--- config.mk ---
export PLATFORM = sky130hd
export DESIGN_NAME = cic_decim_ctrl
export DESIGN_NICKNAME = d
export VERILOG_FILES = /design/src/rtl/cic_ctrl_pkg.sv /design/src/rtl/cic_phase_cnt.sv /design/src/rtl/cic_decim_ctrl.sv
export SDC_FILE = /design/constraint.sdc
export NUM_CORES = 1
export LEC_CHECK = 0
export CORE_UTILIZATION = 40
export DETAILED_ROUTE_END_ITERATION = 16
export PLACE_DENSITY_LB_ADDON = 0.12
export SYNTH_ARGS = -nofsm -noshare
export SYNTH_HDL_FRONTEND = slang
export SYNTH_SLANG_ARGS = --single-unit
--- constraint.sdc ---
create_clock -name clk -period 6.19 [get_ports clk]
set_input_delay 1.857 -clock clk [delete_from_list [all_inputs] [get_ports clk]]
set_output_delay 1.857 -clock clk [all_outputs]
set_load 0.01 [all_outputs]
--- src/rtl/cic_ctrl_pkg.sv ---
// Shared types and constants for the CIC decimation controller.
package cic_ctrl_pkg;

  typedef enum logic [1:0] {
    IDLE,
    CLEAR,
    WARMUP,
    RUN
  } state_e;

  localparam int MIN_RATE = 2;

endpackage

--- src/rtl/cic_phase_cnt.sv ---
// Modulo-(max_i+1) input-sample phase counter with enable, sync clear and wrap flag.
module cic_phase_cnt #(
  parameter int W = 8
) (
  input  logic         clk,
  input  logic         rst,
  input  logic         en_i,
  input  logic         clr_i,
  input  logic [W-1:0] max_i,
  output logic         wrap_o
);

  logic [W-1:0] phase_q;

  assign wrap_o = en_i && !clr_i && (phase_q == max_i);

  always_ff @(posedge clk or posedge rst) begin
    if (rst) begin
      phase_q <= '0;
    end else if (clr_i) begin
      phase_q <= '0;
    end else if (en_i) begin
      phase_q <= wrap_o ? '0 : phase_q + W'(1);
    end
  end

endmodule

--- src/rtl/cic_decim_ctrl.sv ---
// CIC decimator sequencer: integrator gate/clear, decimated comb strobe, comb settling suppression.
// Defining CIC_CTRL_CNT_EN adds the saturating out_cnt output-sample counter.
module cic_decim_ctrl
  import cic_ctrl_pkg::*;
#(
  parameter int D        = 3,
  parameter int RATE_W   = 8,
  parameter int COMB_LAT = 3
`ifdef CIC_CTRL_CNT_EN
  ,
  parameter int CNT_W    = 16
`endif
) (
  input  logic              clk,
  input  logic              rst,
  input  logic              start,
  input  logic              stop,
  input  logic [RATE_W-1:0] rate,
  input  logic              in_valid,
  output logic              int_en,
  output logic              int_clr,
  output logic              comb_en,
  output logic              out_valid,
  output logic              busy,
  output logic              cfg_err
`ifdef CIC_CTRL_CNT_EN
  ,
  output logic [CNT_W-1:0]  out_cnt
`endif
);

  localparam int SW = $clog2(D + 2);

  state_e              state_q;
  logic [SW-1:0]       seq_q;
  logic [RATE_W-1:0]   rate_q;
  logic                comb_en_q;
  logic                int_clr_q;
  logic                busy_q;
  logic                cfg_err_q;
  logic [COMB_LAT-1:0] dly_q;
  logic                active;
  logic                rate_ok;
  logic                start_ok;
  logic                wrap;

  assign active   = (state_q == WARMUP) || (state_q == RUN);
  assign rate_ok  = rate >= RATE_W'(MIN_RATE);
  assign start_ok = (state_q == IDLE) && start && !stop && rate_ok;
  assign int_en   = active && in_valid;

  cic_phase_cnt #(.W(RATE_W)) u_phase (
    .clk    (clk),
    .rst    (rst),
    .en_i   (int_en),
    .clr_i  (!active || stop),
    .max_i  (rate_q - RATE_W'(1)),
    .wrap_o (wrap)
  );

  // seq_q counts CLEAR cycles, then reuses itself to count settling strobes in WARMUP.
  always_ff @(posedge clk or posedge rst) begin
    if (rst) begin
      state_q   <= IDLE;
      seq_q     <= '0;
      rate_q    <= '0;
      comb_en_q <= 1'b0;
      int_clr_q <= 1'b0;
      busy_q    <= 1'b0;
      cfg_err_q <= 1'b0;
      dly_q     <= '0;
    end else begin
      cfg_err_q <= 1'b0;
      comb_en_q <= 1'b0;
      dly_q     <= (dly_q << 1) | COMB_LAT'(comb_en_q && (state_q == RUN));
      if (stop && (state_q != IDLE)) begin
        state_q   <= IDLE;
        seq_q     <= '0;
        int_clr_q <= 1'b0;
        busy_q    <= 1'b0;
        dly_q     <= '0;
      end else begin
        case (state_q)
          IDLE: begin
            if (start_ok) begin
              rate_q    <= rate;
              seq_q     <= '0;
              state_q   <= CLEAR;
              int_clr_q <= 1'b1;
              busy_q    <= 1'b1;
            end
            cfg_err_q <= start && !stop && !rate_ok;
          end
          CLEAR: begin
            if (seq_q == SW'(D)) begin
              state_q   <= WARMUP;
              seq_q     <= '0;
              int_clr_q <= 1'b0;
            end else begin
              seq_q <= seq_q + SW'(1);
            end
          end
          WARMUP: begin
            comb_en_q <= wrap;
            if (comb_en_q) begin
              if (seq_q == SW'(D - 1)) begin
                state_q <= RUN;
                seq_q   <= '0;
              end else begin
                seq_q <= seq_q + SW'(1);
              end
            end
          end
          RUN: comb_en_q <= wrap;
          default: state_q <= IDLE;
        endcase
      end
    end
  end

  assign comb_en   = comb_en_q;
  assign int_clr   = int_clr_q;
  assign busy      = busy_q;
  assign cfg_err   = cfg_err_q;
  assign out_valid = dly_q[COMB_LAT-1];

`ifdef CIC_CTRL_CNT_EN
  logic [CNT_W-1:0] cnt_q;

  always_ff @(posedge clk or posedge rst) begin
    if (rst) begin
      cnt_q <= '0;
    end else if (start_ok) begin
      cnt_q <= '0;
    end else if (out_valid && (cnt_q != '1)) begin
      cnt_q <= cnt_q + CNT_W'(1);
    end
  end

  assign out_cnt = cnt_q;
`endif

endmodule

==> impl_metrics.py <==
metrics = {
    "run_status": {
        "status": "completed",
    },
    "drt": {
        "dr.pass1.iters": 4,
        "wire_per_inst_um": 13.91,
        "dr_total_vias": 1306,
        "ant_nets": 0,
        "viasPerCell": 5.309,
        "routed_wl_mm": 3.421,
        "drtIter0Drc": 74,
        "drc_errors": 0,
    },
    "critical_path": {
        "arrival_ns": 3.04,
        "reg2reg_setup_slack_ns": 3.72,
        "crit_type": "in2out",
        "crit_path_max_fanout": 4,
        "critPathLaunchType": "input port",
        "setup.worst_path.end_class": "primary output",
        "worstPathRequired_ns": 4.33,
    },
    "layout": {
        "regArea_um2": 700.7,
        "multi_input_area_um2": 912.1,
        "fill_cells": 380,
        "layout.nets": 221,
        "diodes": 0,
        "area_growth_pct": 16.27,
        "drive_gt1_share_pct": 8.673,
        "finalInstanceArea_mm2": 0.001967,
        "fin_cells": 246,
    },
    "global_route": {
        "grt_max_degree": 29,
        "grt_pass1_vias": 1338,
        "grt_first_pass_wirelength_mm": 5.947,
        "grt-ovfl-total": 0,
        "grt_usage_pct": 17.70,
        "grt_antenna_before_repair": 0,
    },
    "synth": {
        "synth_area_mm2": 0.001692,
        "synthTopCellsByArea": "dfrtp_1 (41%), ha_1 (8.1%), mux2_2 (4.7%)",
        "ys_seq_elements": 28,
        "synth-main-ff-cell": "dfrtp_1",
        "postSynthAreaPerCell_um2": 9.503,
        "async_reset_ff_share_pct": 100.0,
        "yosysTopAreaCell": "dfrtp_1",
        "yosysSeqAreaShare_pct": 41.42,
        "synth_edf_count": 0,
        "syn_nets": 202,
        "synth_cells": 178,
        "synth_top_cell_area_share_pct": 41.42,
        "yosys_warnings": 0,
        "synth_common_cells": "dfrtp_1 (28), nand2_1 (17), inv_1 (15)",
        "ys_types": 38,
        "yosys.cell_count.top_type": "dfrtp_1",
    },
    "floorplanning": {
        "core_area_mm2": 0.004029,
        "initial_core_util_pct": 41.99,
        "num_rows": 23,
        "die_h_um": 67.03,
        "top_level_ports": 19,
        "die_area_mm2": 0.004493,
        "die_w_um": 67.03,
    },
    "clock_tree": {
        "cts_buffers": 3,
        "clock_latency_ns": 0.28,
        "cts_sinks": 28,
        "htreeDepth": 1,
        "cts_hold_buf": 0,
        "clkSlewWorstSetupHoldPaths_ns": 0.09,
        "cts.path.max_buffers": 2,
        "cts_resized": 0,
        "cts_setup_buffers": 0,
        "cts_tree": "built",
        "cts_root_buf": "clkbuf_8",
    },
    "pwr": {
        "clkPwrFrac_pct": 15.3,
        "power.density_mw_per_mm2": 376.8,
        "combPwrFrac_pct": 46.7,
        "ir_worst_vdd_uv": 130.5,
        "internal_power_w": 0.0004495,
        "p_sw_share_pct": 39.34,
        "power_frac_seq_pct": 38.0,
        "p_leak_nw": 0.8277,
        "switchingPower_w": 0.0002916,
    },
    "placement": {
        "dpl_cell_area_mm2": 0.001912,
        "hpwl_mm": 2.610,
        "dp_cells": 242,
        "portBuffers": 18,
        "globalplace.congestion": 0.7571,
        "pre_cts_ws_ns": 1.301,
    },
    "sta": {
        "finalSetupViolCount": 0,
        "fin_worst_skew_ns": 0.005574,
        "rsz0062_at_grt": "false",
        "period_share_pct": 79.18,
        "hold_viol_final": 0,
        "slew_headroom_pct": 29.66,
        "slew_viol_final": 0,
        "finalWorstSetupSlack_ns": 1.289,
        "max_freq_ghz": 0.2040,
        "finalSetupTns_ns": 0,
        "layout_min_cycle_time_ns": 4.901,
        "worst_pin_slew_ns": 1.054,
    },
    "min_path": {
        "hold_class": "reg2reg",
    },
    "flow_run": {
        "maxCapViolCount": 0,
    },
}
[metrics by stage]
stage	hold WS [ns]	utilization (%)	power, W
2_1_floorplan	0.4277	-	0.0005490
3_3_place_gp	0.4434	47.45	0.0006171
3_5_place_dp	0.4403	47.45	0.0006330
4_1_cts	0.4620	48.82	0.0007503
5_1_grt	0.4847	48.82	0.0008061
6_report	0.4564	48.82	0.0007411
[routing by layer]
metal	up-vias	GRT usage [%]	wire length, um
met5	-	0	0
met4	0	5.053	19
met1	624	23.02	1692
met3	2	4.452	134
li1	658	-	-
met2	22	28.63	1575
[cell usage in the layout (no fill, tap or decap), drive strengths merged, types with 3 or more instances in the layout]
master,synthesis,layout
nand2b,4,4
clkbuf,2,4
o22ai,3,3
and2,3,3
nand2,18,18
nor3,7,7
nor4,4,4
a21oi,3,3
and3,3,3
clkdlybuf4s50,0,18
nor2b,3,3
mux2i,3,3
inv,15,15
nor2,8,8
dfrtp,28,28
xnor2,9,9
ha,11,11
nand3,9,9
o21ai,15,15
mux2,7,7
a31oi,3,3
[state kept, by name, indices dropped and copies added, names as in the netlist]
register / flops
dly_q: 3
comb_en: 1
cfg_err: 1
rate_q: 8
int_clr: 1
busy: 1
state_q: 2
seq_q: 3
u_phase.phase_q: 8
[final cells by class]
type                       instances  area share (%)
multi-input combinational        131           46.37
sequential                        28           35.62
timing repair buffer              18           9.160
tap                               50           3.181
inverter                          15           2.863
clock buffer                       4           2.799
[worst max-delay path: stages]
cell,delay (ns)
clkdlybuf4s50_1,0.50
nor2b_1,0.14
clkdlybuf4s50_1,0.54
[power by group through the flow]
| stage | registers (W) | logic, W | clock network (W) |
|---|---|---|---|
| floorplan | 0.000271 | 0.000278 | 0 |
| global placement | 0.000283 | 0.000334 | 0 |
| detailed placement | 0.000286 | 0.000347 | 0 |
| CTS | 0.000282 | 0.000351 | 0.000118 |
| global route | 0.000289 | 0.000391 | 0.000126 |
| finish | 0.000282 | 0.000346 | 0.000114 |
[cells by family (layout without fill, tap and decap cells)]
| kind of cell | after synthesis | count (layout) | synth area share [%] |
|---|---|---|---|
| XOR/XNOR | 11 | 11 | 5.696 |
| AO/OA/AOI/OAI | 32 | 32 | 12.80 |
| adder cells (fa/ha/maj) | 11 | 11 | 8.136 |
| flip-flops | 28 | 28 | 41.42 |
| multiplexers | 10 | 10 | 6.435 |
| AND/OR/NAND/NOR | 67 | 67 | 20.86 |
| buffers and inverters | 19 | 37 | 4.659 |
[path summary, 6_finish.rpt]
check                            from         to  cells past startpoint
max                          in_valid     int_en                      3
min                          dly_q[1]   dly_q[2]                      1
max reg2reg                state_q[1]    int_clr                      7
min reg2reg                  dly_q[1]   dly_q[2]                      1
min in group asynchronous         rst   dly_q[2]                      2
max in group asynchronous         rst  rate_q[1]                      2
No activity file was read; power rests on OpenSTA's default activity.
